**config.mk**
```make
export PLATFORM = sky130hd
export DESIGN_NAME = matrix_result_reader
export DESIGN_NICKNAME = d
export VERILOG_FILES = /design/src/rtl/matrix_result_reader.sv
export SDC_FILE = /design/constraint.sdc
export NUM_CORES = 1
export LEC_CHECK = 0
export CAP_MARGIN = 20
export CELL_PAD_IN_SITES_DETAIL_PLACEMENT = 1
export CELL_PAD_IN_SITES_GLOBAL_PLACEMENT = 1
export CORE_MARGIN = 2
export CORE_UTILIZATION = 52
export DETAILED_ROUTE_END_ITERATION = 10
export PLACE_DENSITY = 0.85
export SLEW_MARGIN = 20
export SYNTH_ARGS = -nofsm -noshare
export SYNTH_HDL_FRONTEND = slang
export SYNTH_SLANG_ARGS = --single-unit
export TNS_END_PERCENT = 1
```
**constraint.sdc**
```tcl
create_clock -name clk -period 3.2 [get_ports clk]
set_clock_uncertainty 0.05 [all_clocks]
set_input_delay 0.64 -clock clk [delete_from_list [all_inputs] [get_ports clk]]
set_output_delay 0.64 -clock clk [all_outputs]
set_load 0.005 [all_outputs]
```
**src/rtl/matrix_result_reader.sv**
```systemverilog
// matrix_result_reader
// ---------------------------------------------------------------------------
// Captures the N*N result elements written by the matrix multiplier into a
// local buffer, then streams them out over a valid/ready interface when the
// multiplier pulses done.
//
// Parameters
//   N         matrix dimension (power of 2); buffer holds N*N elements
//   DATA_W    element width
//   COL_MAJOR 0 = stream row-major (i*N+j), 1 = stream column-major (j*N+i)
//
// Ports
//   clk, reset          rising-edge clock, asynchronous active-high reset
//   wr_en/wr_addr/wr_data  result writes from the multiplier (row-major addr)
//   done                one-cycle "matrix complete" pulse, starts the stream
//   out_valid/out_ready stream handshake; beat transfers when both are high
//   out_data/out_index  streamed element and its buffer address
//   out_last            high on the final beat
//   busy                high while streaming
//   overrun             sticky: write or done arrived while streaming
//   clr_overrun         synchronous clear of overrun (a new event wins)
// ---------------------------------------------------------------------------
module matrix_result_reader #(
    parameter int N         = 4,
    parameter int DATA_W    = 16,
    parameter int COL_MAJOR = 0,
    parameter int NN        = N * N,
    parameter int AW        = (NN > 1) ? $clog2(NN) : 1
) (
    input  logic              clk,
    input  logic              reset,
    input  logic              wr_en,
    input  logic [AW-1:0]     wr_addr,
    input  logic [DATA_W-1:0] wr_data,
    input  logic              done,
    output logic              out_valid,
    input  logic              out_ready,
    output logic [DATA_W-1:0] out_data,
    output logic [AW-1:0]     out_index,
    output logic              out_last,
    output logic              busy,
    output logic              overrun,
    input  logic              clr_overrun
);

    typedef enum logic {IDLE = 1'b0, STREAM = 1'b1} state_t;

    localparam logic [AW-1:0] LAST_BEAT = AW'(NN - 1);

    state_t            state;
    logic [AW-1:0]     beat;
    logic [DATA_W-1:0] mem [NN];

    // Map a beat number to the buffer address it streams from. With N a
    // power of 2 the div/mod reduce to bit selects in synthesis.
    function automatic logic [AW-1:0] stream_index(input logic [AW-1:0] b);
        if (COL_MAJOR != 0)
            return AW'((int'(b) % N) * N + int'(b) / N);
        else
            return b;
    endfunction

    logic [AW-1:0] next_beat;
    logic [AW-1:0] next_index;
    logic          transfer;
    logic          ovr_event;

    assign next_beat  = beat + AW'(1);
    assign next_index = stream_index(next_beat);
    assign transfer   = out_valid && out_ready;
    // Any write or done that arrives while a stream is in flight is dropped.
    assign ovr_event  = (state == STREAM) && (wr_en || done);

    // Buffer is only writable while idle so the streamed matrix stays
    // coherent. No reset on the storage itself.
    always_ff @(posedge clk) begin
        if (wr_en && state == IDLE)
            mem[wr_addr] <= wr_data;
    end

    always_ff @(posedge clk or posedge reset) begin
        if (reset) begin
            state     <= IDLE;
            beat      <= '0;
            out_valid <= 1'b0;
            out_data  <= '0;
            out_index <= '0;
            out_last  <= 1'b0;
            busy      <= 1'b0;
            overrun   <= 1'b0;
        end else begin
            if (ovr_event)
                overrun <= 1'b1;
            else if (clr_overrun)
                overrun <= 1'b0;

            case (state)
                IDLE: begin
                    if (done) begin
                        state     <= STREAM;
                        busy      <= 1'b1;
                        out_valid <= 1'b1;
                        beat      <= '0;
                        out_index <= '0;
                        out_last  <= (NN == 1);
                        // Same-cycle write to address 0 must be visible on
                        // the first beat, but the RAM write lands this edge.
                        if (wr_en && wr_addr == '0)
                            out_data <= wr_data;
                        else
                            out_data <= mem[0];
                    end
                end
                STREAM: begin
                    if (transfer) begin
                        if (beat == LAST_BEAT) begin
                            state     <= IDLE;
                            busy      <= 1'b0;
                            out_valid <= 1'b0;
                            out_last  <= 1'b0;
                            beat      <= '0;
                        end else begin
                            // Prefetch the next element so a new beat is
                            // presented every cycle under continuous ready.
                            beat      <= next_beat;
                            out_index <= next_index;
                            out_data  <= mem[next_index];
                            out_last  <= (next_beat == LAST_BEAT);
                        end
                    end
                end
                default: state <= IDLE;
            endcase
        end
    end

endmodule

```
* After elaboration in Yosys (flattened, before gate mapping)
Memory sizes are Yosys's and may differ from the RTL's. Cells that the tools add are included.
Storage, ports and cells: register bits after elaboration 28, bits in writable memories 256, input bits 26, logic and storage cells 54, memories 1
Memory list:
- mem | depth 16, bits a word 16, read ports 2, clocked after Yosys merged registers in 0, write ports 1, line 52 | logic [DATA_W-1:0] mem [NN];
Cells by class: add/sub/neg operators 1, eq/ne operators 6, multiplexer cells 28, bitwise gates (word level) 1, reduce and logical (&&, ||, !) cells 10
Operators by type and width (number):
- 2-to-1 mux 16 bit | 4
- one-hot mux 16 bit (2 select lines) | 1
- 2-to-1 mux 4 bit | 5
- one-hot mux 4 bit (2 select lines) | 2
- 2-to-1 mux 1 bit | 13
- equality test 4 bit, second input constant | 2
- one-hot mux 1 bit (2 select lines) | 3
- AND reduction 3 bit | 2
- adder 4 x 1 -> 4 bit, second input constant | 1
- logical AND 1 bit | 4
- logical NOT 4 bit | 1
- inequality test 2 x 1 -> 1 bit, second input constant | 2
- inequality test 2 bit, second input constant | 2
- AND reduction 2 bit | 1
- nonzero test 2 bit | 1
- logical OR 1 bit | 1
- NOT 1 bit | 1

* Longest topological paths before layout
word-level depth 5, gate-level depth with buffers 11, depth with buffers taken out 6

* Worst setup path after synthesis
No wires, ideal clock.
path kind input port to flip-flop, start in wr_en, end mem mem[2][0] (enable), setup time 0.409 ns, arrival 2.626 ns, data required time 2.741 ns, path slack 0.114 ns, stages on the path 4, path through clkbuf_1 > nand2b_1 > or3b_2 > nor3_1
On the way: word-level cells in the longest chain between the ends 3
Ends and longest elaborated chain:
- start: declaration | line 32 | input logic wr_en,
- logical AND 1 bit | line 77 | if (wr_en && state == IDLE)
- 2-to-1 mux 1 bit | line 77
- 2-to-1 mux 1 bit (implied by the code) | line 78 | mem[wr_addr] <= wr_data;
- end: declaration | line 52
No other way between the ends.

* Worst setup path after layout
start reg beat[0], end reg out_data[11]
On the way: word-level cells in the longest chain between the ends 5, elaborated cells on any way between the ends 8
Ends and longest elaborated chain:
- start: declaration | line 51 | logic [AW-1:0] beat;
- start signal: assignment | line 125 | beat <= next_beat;
- adder 4 x 1 -> 4 bit | line 68 | assign next_beat = beat + AW'(1);
- memory (16 x 16 bit)
- 2-to-1 mux 16 bit | line 116 | if (beat == LAST_BEAT) begin
- 2-to-1 mux 16 bit | line 115 | if (transfer) begin
- one-hot mux 16 bit (2 select lines) | line 97 | case (state)
- end signal: assignment | line 109 | out_data <= wr_data;
- end signal: assignment | line 111 | out_data <= mem[0];
- end signal: assignment | line 127 | out_data <= mem[next_index];
- end: declaration | line 38 | output logic [DATA_W-1:0] out_data,
Parallel ways exist; a longest one is shown, timed or not. The select of a mux whose other input is x is not followed. A chain may end at the register's enable or synchronous reset.

==> flow_summary.json <==
{
  "status": "finished, final reports clean",
  "drive_above_1_share_pct": 20.9,
  "drt-pass1-iter-count": 6,
  "grt_pass1_wl_um": 46000,
  "cp_num_buf_inv": 2,
  "place.gp.congestion": 0.819,
  "overflow": 0,
  "p_leak_nw": 4.72,
  "synth_top_area_share_pct": 66.7,
  "cts_buffers": 29,
  "cp_data_required_time_ps": 3580,
  "cts_buffer_depth": 3,
  "total_power_mw": 11.9,
  "syn_inst": 627,
  "grt_pass1_vias": 7283,
  "num_vias": 6525,
  "rsz0062_at_grt": "false",
  "worstHoldStart": "out_index[1]",
  "place_hpwl_um": 18600,
  "ys_seq_elements": 284,
  "yosys.area.top_type": "edfxtp_1",
  "initial_core_util_pct": 52.8,
  "synth_cell_types": 43,
  "timing.fmax_mhz": 376,
  "grt_max_degree": 99,
  "maxSlewViolCount": 0,
  "r2r_start": "beat[0]",
  "drtIter0Drc": 651,
  "drtAntennaViolNets": 0,
  "synth-warning-count": 0,
  "clk_pin_slew_ps": 60,
  "final_hold_viol_count": 0,
  "wl_per_cell_um": 29.6,
  "syn_to_final_growth_pct": 17.3,
  "rows": 54,
  "end_kind": "flop",
  "powerDensity_mw_per_mm2": 881,
  "drt_wl_total_um": 30200,
  "setup_viol_count_final": 0,
  "slew_headroom_pct": 45.5,
  "viasPerCell": 6.38,
  "crit_start": "beat[0]",
  "yosys-top-cells-area": "edfxtp_1, mux4_2, mux2i_1",
  "synth-seq-area-share_pct": 72.8,
  "crit_type": "flop to flop",
  "fin_crit_ps": 2660,
  "register_area_sq_mm": 0.00839,
  "cpMaxStageDelayCell": "buf_12",
  "hold_class": "flop to flop",
  "synth_area_sq_mm": 0.0115,
  "die-area_sq_mm": 0.0234,
  "antenna_cells": 0,
  "postCtsSetupBuffers": 0,
  "cts_resized": 0,
  "cp_max_fo": 98,
  "fillers": 1908,
  "worstMarginPinSlew_ps": 817,
  "max_cap_violations": 0,
  "clk_latency_ps": 560,
  "syn-num-nets": 655,
  "worst_path_dominant_cell_family": "multiplexers",
  "cts_sinks": 284,
  "layout.nets": 748,
  "fin_tns_setup_ps": 0,
  "grt_antenna_before_repair": 0,
  "crit_chain": "inv_2 -> ha_4 -> buf_12 -> mux4_2 -> mux2i_1 -> nand3_1 -> a32o_1",
  "io_buffers": 49,
  "max_stage_delay_ps": 490,
  "coreArea_sq_mm": 0.0218,
  "peakVddDrop_mv": 0.983,
  "fin_crit_sh_pct": 83.2,
  "die_h_um": 153,
  "cts-root-buf": "clkbuf_16",
  "ctsHoldBuffers": 0,
  "die_x_um": 153,
  "grt_usage_pct": 26.4,
  "multiInputGateArea_sq_mm": 0.00293,
  "crit_arrival_ps": 3040,
  "h-tree-depth": 1,
  "cts_tree": "yes",
  "start_kind": "flop",
  "syn_avg_cell_area_sq_um": 18.4,
  "pin_count": 50,
  "drc_errors": 0
}
[area by class of cell]
class                      count  area share, %
clock inverter                 9          0.527
clock buffer                  45           6.25
timing repair buffer         103           6.81
tap                          280           2.59
sequential                   284           62.0
multi-input combinational    296           21.6
inverter                       6          0.166
[state kept, by name, summed over array words and instances (netlist names)]
name	cells
beat	4
busy	1
mem	256
out_data	16
out_index	4
out_last	1
overrun	1
state	1
[where the power goes]
part           total, mW  switching, mW  internal, mW
clock               3.25           1.36          1.89
sequential          4.39          0.177          4.21
combinational       4.28           2.17          2.11
[cell families (layout without fill, tap and decap cells)]
kind of cell	Yosys count	after routing	synth area share (%)
flip-flops	284	284	72.8
XOR/XNOR	4	4	0.532
adder cells (fa/ha/maj)	2	2	0.217
AND/OR/NAND/NOR	81	81	3.43
multiplexers	130	130	16.4
AO/OA/AOI/OAI	79	79	4.54
buffers and inverters	47	163	2.14
[synthesized netlist by cell type (all sizes together)]
cell type,number
mux2i,83
a22o,2
o31ai,1
nand4,1
a21o,2
nor3b,1
xnor2,2
o21ai,21
or3,1
ha,2
nand3,37
and3,1
or3b,1
edfxtp,256
nor2,19
a21boi,1
clkbuf,11
a32o,16
dfrtp,28
nor4,1
xor2,2
a31oi,17
nand2,9
a41oi,1
mux4,47
or4,1
nor3,5
a21oi,17
o22ai,1
buf,30
nor2b,1
inv,6
nand2b,3
[worst reg2reg max path: cells and delay by family, from the launching register on]
| kind | cells | cell delay (ps) |
|---|---|---|
| AO/OA/AOI/OAI | 1 | 310 |
| multiplexers | 2 | 730 |
| AND/OR/NAND/NOR | 1 | 140 |
| buffers and inverters | 2 | 570 |
| flip-flops | 1 | 440 |
| adder cells (fa/ha/maj) | 1 | 280 |
[per-stage QoR]
stage               instance area [sq um]  hold WS [ps]  instances  setup WS, ps  utilization [%]
global placement                    12600           414        969           389             57.8
global route                        13500           446       1023           389             62.0
CTS                                 13500           433       1023           506             62.0
finish                              13500           429       1023           538             62.0
detailed placement                  12600           419        969           156             57.8
floorplan                           11500           424        627           114                -
[path summary, 6_finish.rpt]
check | endpoint | slack [ps] | cells after the start
worst max register to register | out_data[11] | 540 | 7
worst max-delay path | out_data[11] | 540 | 7
worst min register to register | out_index[1] | 430 | 1
min in group asynchronous | state | 460 | 2
max in group asynchronous | out_data[0] | 1980 | 3
worst min-delay path | out_index[1] | 430 | 1
[cells in the final DEF (no fill, tap or decap), types with 17 or more instances in the layout]
cell type        Yosys  final
nand3_1             37     37
clkdlybuf4s50_1      0     49
mux2i_1             83     83
clkbuf_16            0     29
o21ai_0             18     18
buf_4                4     52
nor2_1              19     19
dfrtp_1             28     27
mux4_2              47     47
a31oi_1             17     17
edfxtp_1           256    256
[routing by layer]
| metal | vias to the layer above | GRT usage [%] | share of wire (%) |
|---|---|---|---|
| met5 | - | 0 | 0 |
| met4 | 0 | 13.4 | 4.9 |
| met3 | 105 | 4.34 | 6.6 |
| met2 | 323 | 43.6 | 50 |
| met1 | 3369 | 34.4 | 39 |
| li1 | 2728 | - | - |
(Power assumes the default switching activity.)
